[config.mk]
export PLATFORM = sky130hd
export DESIGN_NAME = image_rom_arbiter
export DESIGN_NICKNAME = d
export VERILOG_FILES = /design/src/rtl/image_rom_arbiter.sv
export SDC_FILE = /design/constraint.sdc
export NUM_CORES = 1
export LEC_CHECK = 0
export ABC_AREA = 1
export BUFFER_PORTS_ARGS = -buffer_cell sky130_fd_sc_hd__buf_2
export CELL_PAD_IN_SITES_DETAIL_PLACEMENT = 1
export CELL_PAD_IN_SITES_GLOBAL_PLACEMENT = 2
export CORE_AREA = 2 2 89 91
export CTS_BUF_LIST = sky130_fd_sc_hd__clkbuf_4
export DETAILED_ROUTE_END_ITERATION = 10
export DIE_AREA = 0 0 91 93
export GPL_ROUTABILITY_DRIVEN = 0
export PLACE_DENSITY = 0.82
export SYNTH_ARGS = -nofsm -noshare
export SYNTH_HDL_FRONTEND = slang
export SYNTH_SLANG_ARGS = --single-unit
[constraint.sdc]
create_clock -name clk -period 1.25 [get_ports clk]
set_input_delay 0.125 -clock clk [delete_from_list [all_inputs] [get_ports clk]]
set_output_delay 0.125 -clock clk [all_outputs]
set_load 0.01 [all_outputs]
[src/rtl/image_rom_arbiter.sv]
// rtl/image_rom_arbiter.sv - two-port round-robin arbiter in front of a shared image ROM
//
// Ports:
//   clk, rst_n            single clock, asynchronous active-low reset
//   req0/addr0/gnt0       port 0 request, address ({y, x}) and combinational grant
//   rgb0/vld0             port 0 returned pixel (held) and one-cycle return strobe
//   req1/addr1/gnt1       port 1 request, address and grant
//   rgb1/vld1             port 1 returned pixel and return strobe
//   rom_address           registered address to the shared ROM
//   rom_rgb               ROM data, valid ROM_LATENCY clocks after rom_address changes
//
// ROM_LATENCY must lie in 1..4.
module image_rom_arbiter #(
    parameter int ADDR_W      = 14,
    parameter int RGB_W       = 12,
    parameter int ROM_LATENCY = 1
) (
    input  logic              clk,
    input  logic              rst_n,
    input  logic              req0,
    input  logic [ADDR_W-1:0] addr0,
    output logic              gnt0,
    output logic [RGB_W-1:0]  rgb0,
    output logic              vld0,
    input  logic              req1,
    input  logic [ADDR_W-1:0] addr1,
    output logic              gnt1,
    output logic [RGB_W-1:0]  rgb1,
    output logic              vld1,
    output logic [ADDR_W-1:0] rom_address,
    input  logic [RGB_W-1:0]  rom_rgb
);

    // Stage 0 is loaded at the end of the transfer cycle; the last stage lines
    // up with the cycle in which rom_rgb holds the data for that transfer.
    localparam int DEPTH = ROM_LATENCY + 1;

    // 1 when port 1 won the most recent transfer; reset to 1 so port 0 wins
    // the first contention.
    logic             last_gnt;
    logic [DEPTH-1:0] tag_vld;
    logic [DEPTH-1:0] tag_id;
    logic             xfer;

    // Grants are gated by rst_n so they read low while reset is held, even
    // though they are otherwise purely combinational.
    always_comb begin
        gnt0 = rst_n & req0 & (~req1 | last_gnt);
        gnt1 = rst_n & req1 & (~req0 | ~last_gnt);
        xfer = gnt0 | gnt1;
    end

    always_ff @(posedge clk or negedge rst_n) begin
        if (!rst_n) begin
            last_gnt    <= 1'b1;
            rom_address <= '0;
            tag_vld     <= '0;
            tag_id      <= '0;
            vld0        <= 1'b0;
            vld1        <= 1'b0;
            rgb0        <= '0;
            rgb1        <= '0;
        end else begin
            if (xfer) begin
                last_gnt    <= gnt1;
                rom_address <= gnt1 ? addr1 : addr0;
            end
            tag_vld <= {tag_vld[DEPTH-2:0], xfer};
            tag_id  <= {tag_id[DEPTH-2:0], gnt1};
            vld0    <= tag_vld[DEPTH-1] & ~tag_id[DEPTH-1];
            vld1    <= tag_vld[DEPTH-1] & tag_id[DEPTH-1];
            if (tag_vld[DEPTH-1] && !tag_id[DEPTH-1]) begin
                rgb0 <= rom_rgb;
            end
            if (tag_vld[DEPTH-1] && tag_id[DEPTH-1]) begin
                rgb1 <= rom_rgb;
            end
        end
    end

endmodule

### Word-level counts from Yosys, hierarchy flattened

Index checks and enable logic that the tools add are counted.

| word-level totals | value |
|---|---|
| register bits | 45 |
| output and inout port bits | 42 |
| word-level logic and storage cells | 25 |

| operators by class | value |
|---|---|
| muxes and demuxes | 1 |
| bitwise operators | 13 |
| reduce and logical (&&, ||, !) cells | 3 |

Operators with widths:

| kind | count |
|---|---|
| $mux 14 | 1 |
| $and 1x1->1 | 6 |
| $not 1->1 | 4 |
| $or 1x1->1 | 3 |
| $logic_and 1x1->1 | 2 |
| $logic_not 1->1 | 1 |

### Logic depth before layout (Yosys ltp)

Gate-level depths: netlist (run 1).

| depth | value |
|---|---|
| depth in word-level cells | 4 |
| depth in mapped cells | 7 |

### Least setup slack after synthesis (run 1)

Ideal clock, no wire load.

| timing | value |
|---|---|
| kind | register -> register |
| from | register last_gnt |
| to | register rom_address[10] |
| arrival time | 1.029 ns |
| required time | 1.133 ns |
| path slack | 0.103 ns |
| cell stages (with the launch flop) | 7 |
| buffers on the path | 1 |
| period minus slack after synthesis | 1.147 ns |
| cell sequence | dfstp_2 > nand2_1 > nand2_2 > buf_6 > nand2_1 > nand3_1 > nand2_1 |

| on the way | value |
|---|---|
| longest elaborated chain between the ends | 4 |

Ends and longest elaborated chain:

| item | line | text |
|---|---|---|
| start: declaration | 40 | `logic last_gnt;` |
| start signal: assignment | 65 | `last_gnt <= gnt1;` |
| $not 1->1 | 49 | `gnt1 = rst_n & req1 & (~req0 \| ~last_gnt);` |
| $or 1x1->1 | 49 |  |
| $and 1x1->1 | 49 |  |
| $mux 14 / $or 1x1->1 (equally long branches) | 66, 50 |  |
| end signal: assignment | 66 | `rom_address <= gnt1 ? addr1 : addr0;` |
| end: declaration | 30 | `output logic [ADDR_W-1:0] rom_address,` |

Parallel ways exist; a longest one is shown, timed or not.
A chain may end at the register's enable or synchronous reset.

### Worst setup path after layout (run 1)

| timing | value |
|---|---|
| from | register last_gnt |
| to | output gnt0 |

| on the way | value |
|---|---|
| longest elaborated chain between the ends | 2 |

Ends and longest elaborated chain:

| item | line | text |
|---|---|---|
| $or 1x1->1 | 48 | `gnt0 = rst_n & req0 & (~req1 \| last_gnt);` |
| $and 1x1->1 | 48 |  |
| end: declaration | 22 | `output logic gnt0,` |

No other way between the ends.

==> impl_metrics.toml, run 1 <==
[cts]
clk_latency_ns = 0.35
cts_buffer_depth = 2
cts_root_buf = "clkbuf_4"
clkSlewWorstSetupHoldPaths_ns = 0.13
cts_max_level = 2
cts_made_buffers = 5
cts.sinks = 45
cts_tree = "built"

[worst_setup_path]
reg2reg_from = "last_gnt$_DFFE_PN1P_"
path_delay_family = "flip-flops"
critPathSlowestCell = "dfstp_2"
path_buf_inv = 2
worstPathMaxFanout = 2
worst_setup_path_start_kind = "register"
arrival_ns = 1.23
critical_path_class = "reg -> out"
r2r_slack_ns = 0.02
setup.worst_path.start = "last_gnt$_DFFE_PN1P_"
end_kind = "output port"
required_ns = 1.12
cp_cell_sequence = "inv_1 > a21oi_2 > buf_2"
cpPeakStageDelay_ns = 0.56

[placed_design]
io_buffers = 85
dp_hpwl_mm = 3.78

[routing]
vias_per_cell = 4.17
vias = 1789
drtIter0Drc = 26
first_pass_iters = 4
ant_nets = 0
drt-wirelength-per-cell_um = 12.4
drc_errors = 0
drt-total-wl_mm = 5.32

[sta]
rsz0062_at_grt = "yes"
finalCritPeriodShare = 1.08
fin_skew_ns = 0.00345
worstMarginPinSlew_ns = 0.582
hold_viol = 0
slew_violations = 0
fin_tns_setup_ns = -0.191
setup_violations = 2
fmax_ghz = 0.740
fin_ws_ns = -0.101
slew_headroom = 0.612
layout_min_cycle_time_ns = 1.35

[synthesis]
yosys_register_bits = 45
synth_area_um2 = 1990
ys_warn_count = 0
synth_nets = 273
syn_inst = 229
synth_top_area_cell = "dfrtp_1"
yosysMostFrequentCell = "nand2_1"
synth_edf_count = 0
ys_types = 17
seq_area_frac_synth = 0.566
yosysTopAreaCellShare = 0.553
yosys-top-cells-count = "69 x nand2_1, 46 x inv_1, 44 x dfrtp_1"
synth_ff_type = "dfrtp_1"
async_flop_share = 1.00
synthTopCellsByArea = "dfrtp_1 55%, nand2_1 13%, inv_1 8.7%"
avgSynthCellArea_um2 = 8.70

[grt]
antenna_found_initial = 0
grt_pass1_wl_mm = 8.37
grt_max_degree = 46
grt_overflow = 0
grt_pass1_vias = 1763
grt.total_usage = 0.125

[power_and_ir_drop]
power_density_nw_per_um2 = 1300
p_int_mw = 2.53
power_frac_seq = 0.493
sw_frac_of_total = 0.313
leakage_nw = 1.64
switchingPower_mw = 1.16
irDropWorstVdd_mv = 0.605
power_frac_comb = 0.264
p_clk_frac = 0.243
totalPowerFinal_mw = 3.69

[die]
die_x_um = 91
die_y_um = 93
start_util = 0.265
core_area_um2 = 7530
ios = 86
rows = 32
die_area_um2 = 8460

[hold_path]
hold_path.startpoint = "rom_rgb[9]"
hp-class = "in -> reg"

[finish]
n_antenna_cell = 0
drive_above_1_share = 0.431
syn_to_final_growth_pct = 42.3
nNetsFinal = 370

[run_status]
status = "finished, violations left"
failed_checks = "negative setup slack"

[job]
max-cap-violations = 0
[kinds of logic (layout without fill, tap and decap cells)]
kind of cell | Yosys count | count (layout) | share of synthesized area
AND/OR/NAND/NOR | 101 | 101 | 0.213
buffers and inverters | 57 | 155 | 0.133
flip-flops | 45 | 45 | 0.566
AO/OA/AOI/OAI | 26 | 26 | 0.0879
[cells in the final DEF (no fill, tap or decap)]
cell | synthesis | final
nand3_1 | 28 | 19
nand3_2 | 0 | 9
buf_12 | 1 | 2
a21oi_2 | 0 | 1
clkbuf_4 | 0 | 5
dfstp_2 | 1 | 1
buf_2 | 4 | 84
nand2_4 | 0 | 9
dfrtp_1 | 44 | 44
inv_1 | 46 | 45
buf_4 | 1 | 6
nand2_1 | 69 | 59
o21ai_0 | 13 | 13
bufinv_16 | 0 | 1
clkinvlp_4 | 0 | 1
buf_6 | 2 | 3
or2_1 | 1 | 1
clkbuf_16 | 0 | 1
o21ai_2 | 12 | 12
dlygate4sd3_1 | 0 | 4
nand2_2 | 3 | 4
inv_4 | 0 | 1
clkinv_1 | 0 | 1
inv_2 | 1 | 1
[sequential cells by signal (all words and copies together), names as in the netlist]
name,count
rgb0,12
vld0,1
rgb1,12
tag_id,2
tag_vld,2
rom_address,14
last_gnt,1
vld1,1
[power groups by stage]
stage	Sequential, mW	Combinational, mW	Clock, mW
CTS	1.82	0.924	0.935
finish	1.82	0.975	0.896
global placement	1.85	0.892	0
global route	1.85	1.09	0.989
detailed placement	1.85	0.907	0
floorplan	1.96	0.369	0
[what timing repair did]
item	in CTS	in global routing
cloned	0	1
pin swaps	2	5
endpoints found under the hold margin	44	3
gates resized for setup	5	29
hold buffers	1	3
buffers inserted	1	3
setup endpoints to repair	2	11
[per-layer routing]
| metal | vias up | track usage | part of all wire |
|---|---|---|---|
| li1 | 888 | - | - |
| met1 | 842 | 0.154 | 0.45 |
| met2 | 53 | 0.217 | 0.50 |
| met3 | 6 | 0.0330 | 0.046 |
| met4 | 0 | 0.0303 | 0.0096 |
| met5 | - | 0 | 0 |
[tightest hold or removal path, cell delays in order]
cell	delay (ns)
buf_2	0.10
inv_1	0.07
o21ai_2	0.06
[stage by stage]
step | utilization | cell area (um^2) | setup slack [ns] | instances | hold WS (ns)
3_5_place_dp | 0.337 | 2530 | 0.0425 | 413 | 0.320
4_1_cts | 0.352 | 2650 | -0.116 | 423 | 0.00169
5_1_grt | 0.377 | 2840 | -0.179 | 429 | 0.00336
6_report | 0.377 | 2840 | -0.101 | 429 | 0.0230
2_1_floorplan | - | 1990 | 0.103 | 229 | -0.171
3_3_place_gp | 0.337 | 2530 | 0.0963 | 413 | 0.308
[final cells by class]
class | instances | area (um^2)
fillers | 943 | 4690
flip-flops and latches | 45 | 1130
multi-input cells | 127 | 718
repair buffers | 100 | 604
inverters | 47 | 179
well taps | 102 | 128
clock inverters | 3 | 41.3
clock buffers | 5 | 37.5
[worst paths after layout]
| path | to | cells after the start |
|---|---|---|
| min in group asynchronous | rom_address[0]$_DFFE_PN0P_ | 3 |
| min reg2reg | tag_vld[1]$_DFF_PN0_ | 0 |
| min | rgb0[9]$_DFFE_PN0P_ | 3 |
| max reg2reg | rom_address[8]$_DFFE_PN0P_ | 7 |
| max in group asynchronous | rgb0[1]$_DFFE_PN0P_ | 3 |
| max | gnt0 | 3 |
(Power assumes the default switching activity.)
==> run 2, diff against run 1 <==
Settings changed: CELL_PAD_IN_SITES_GLOBAL_PLACEMENT 2 to 1, CORE_AREA 2 2 89 91 to 2 2 94 69, DIE_AREA 0 0 91 93 to 0 0 96 71, PLACE_DENSITY 0.82 to 0.81, SLEW_MARGIN set to 5.
==> run 2 against run 1 <==
Wire length up 6.5%; combinational power increased by 1%; the run still ends with negative setup slack left; first-iteration DRC count rose by 81%; critical path type unchanged; worst setup slack got worse by 0.0046 ns; die area shrank 19%; count of clock-buffer cells in the layout stayed put; core utilization increased by 8.8 points; clock skew grew 0.0038 ns.
==> impl_metrics.toml, run 2 (synthesis results as in run 1) <==
[finish]
largest_reg_flops = 14
fin_area_um2 = 2780
layout_commonest_cell = "buf_2"
reg_top3 = "rom_address: 14 flops, rgb0: 12 flops, rgb1: 12 flops"
syn_to_final_growth_pct = 39.5
regMostFlops = "rom_address"
mostFrequentLayoutCells = "84 x buf_2, 63 x nand2_1, 44 x inv_1, 44 x dfrtp_1, 23 x nand3_1"
n_antenna_cell = 0
fin_cells = 410
nNetsFinal = 376
drive_above_1_share = 0.407
final_core_util = 0.465

[sta]
hold-worst-slack_ns = 0.0222
fmax_ghz = 0.738
setup_violations = 16
rsz0062_at_grt = "yes"
finalCritPeriodShare = 1.08
hold_viol = 0
fin_skew_ns = 0.00723
worstMarginPinSlew_ns = 0.543
slew_violations = 0
slew_headroom = 0.638
fin_ws_ns = -0.105
fin_tns_setup_ns = -0.997
layout_min_cycle_time_ns = 1.36

[power_and_ir_drop]
irDropWorstVdd_mv = 0.470
leakage_nw = 1.63
power_density_nw_per_um2 = 1330

[grt]
antenna_found_initial = 0
grt_max_degree = 44
grt_overflow = 0
grt.total_usage = 0.171
grt_pass1_wl_mm = 8.96
grt_pass1_vias = 1871

[placed_design]
dpl_cell_area_um2 = 2500
dp_hpwl_mm = 3.94
io_buffers = 85
dp_cells = 389

[routing]
drt-total-wl_mm = 5.66
drtIter0Drc = 47
drt-wirelength-per-cell_um = 13.8
first_pass_iters = 4
drc_errors = 0
vias_per_cell = 4.37
vias = 1791
ant_nets = 0

[worst_setup_path]
worstPathMaxFanout = 2
arrival_ns = 1.23
required_ns = 1.12
worst_setup_path_start_kind = "register"
path_buf_inv = 2
critPathSlowestCell = "dfstp_2"
crit_path_frequent_cell = "nand2_2"
end_kind = "output port"
critical_path_class = "reg -> out"
cpPeakStageDelay_ns = 0.57
cp_cell_sequence = "nand2_2 > nand2_2 > inv_2 > buf_6"
path_delay_family = "flip-flops"

[die]
ios = 86
start_util = 0.333
die_y_um = 71
core_area_um2 = 5980
die_x_um = 96
rows = 24
die_area_um2 = 6820

[cts]
cts_tree = "built"
cts_buffer_depth = 2
clk_latency_ns = 0.36
clkSlewWorstSetupHoldPaths_ns = 0.13
cts_max_level = 2
cts.sinks = 45
cts_root_buf = "clkbuf_4"
cts_made_buffers = 5

[hold_path]
hp-class = "in -> reg"

[run_status]
failed_checks = "negative setup slack"
status = "finished, violations left"

[job]
max-cap-violations = 0
## run 2: cell types whose count changed in the layout (fill, tap and decap cells not counted)
cell / change
inv_2: +2
nand2_2: +5
nand3_1: +4
buf_4: +1
clkinv_1: -1
nand3_2: -4
clkinv_2: +1
dlygate4sd3_1: +5
inv_1: -1
clkinvlp_4: -1
nand2_1: +4
inv_4: -1
nand2_4: -9
## run 2: cell type report
cell class	instances	area (um^2)
fill	756	3200
sequential	45	1130
timing repair buffer	106	662
multi-input combinational	127	643
inverter	47	176
tap	78	97.6
clock buffer	5	37.5
clock inverter	2	35.0
## run 2: power breakdown
group          internal [mW]  switching (mW)  leakage [nW]
logic                  0.429           0.557          1.04
registers               1.70           0.130         0.550
clock network          0.408           0.466        0.0410
total                   2.53            1.15          1.63
## run 2: path summary, 6_finish.rpt
| check | slack [ns] | cells after the start | start | to |
|---|---|---|---|---|
| worst min register to register | 0.36 | 0 | tag_vld[0]$_DFF_PN0_ | tag_vld[1]$_DFF_PN0_ |
| max in group asynchronous | 0.36 | 3 | rst_n | last_gnt$_DFFE_PN1P_ |
| worst max register to register | -0.09 | 8 | last_gnt$_DFFE_PN1P_ | rom_address[12]$_DFFE_PN0P_ |
| worst min-delay path | 0.02 | 3 | rom_rgb[3] | rgb0[3]$_DFFE_PN0P_ |
| worst max-delay path | -0.11 | 4 | last_gnt$_DFFE_PN1P_ | gnt1 |
| min in group asynchronous | 0.13 | 2 | rst_n | rom_address[4]$_DFFE_PN0P_ |
## run 2: layer usage
layer	vias up	part of all wire	GRT usage
li1	898	-	-
met1	843	0.46	0.218
met2	41	0.49	0.289
met3	9	0.032	0.0330
met4	0	0.017	0.0619
met5	-	0	0
## run 2: worst register-to-register path, stage by stage (launching register included)
cell,delay (ns)
dfstp_2,0.57
nand2_2,0.06
nand2_2,0.08
buf_4,0.11
buf_6,0.10
clkbuf_16,0.14
nand2_1,0.05
nand3_1,0.06
nand2_1,0.06
## run 2: repair_timing
action                                  in CTS  in global routing
gates cloned                                 0                  1
setup buffers                                2                  2
resized for setup                            6                 11
endpoints found under the hold margin       52                  0
hold buffers                                 9                  0
endpoints found under the setup margin       2                 16
pin swaps                                    3                  2
## run 2: stage by stage
| stage | power, mW | setup WS (ns) |
|---|---|---|
| floorplan | 2.33 | 0.103 |
| global placement | 2.73 | 0.156 |
| detailed placement | 2.78 | 0.0980 |
| CTS | 3.71 | -0.112 |
| global route | 3.92 | -0.161 |
| finish | 3.69 | -0.105 |
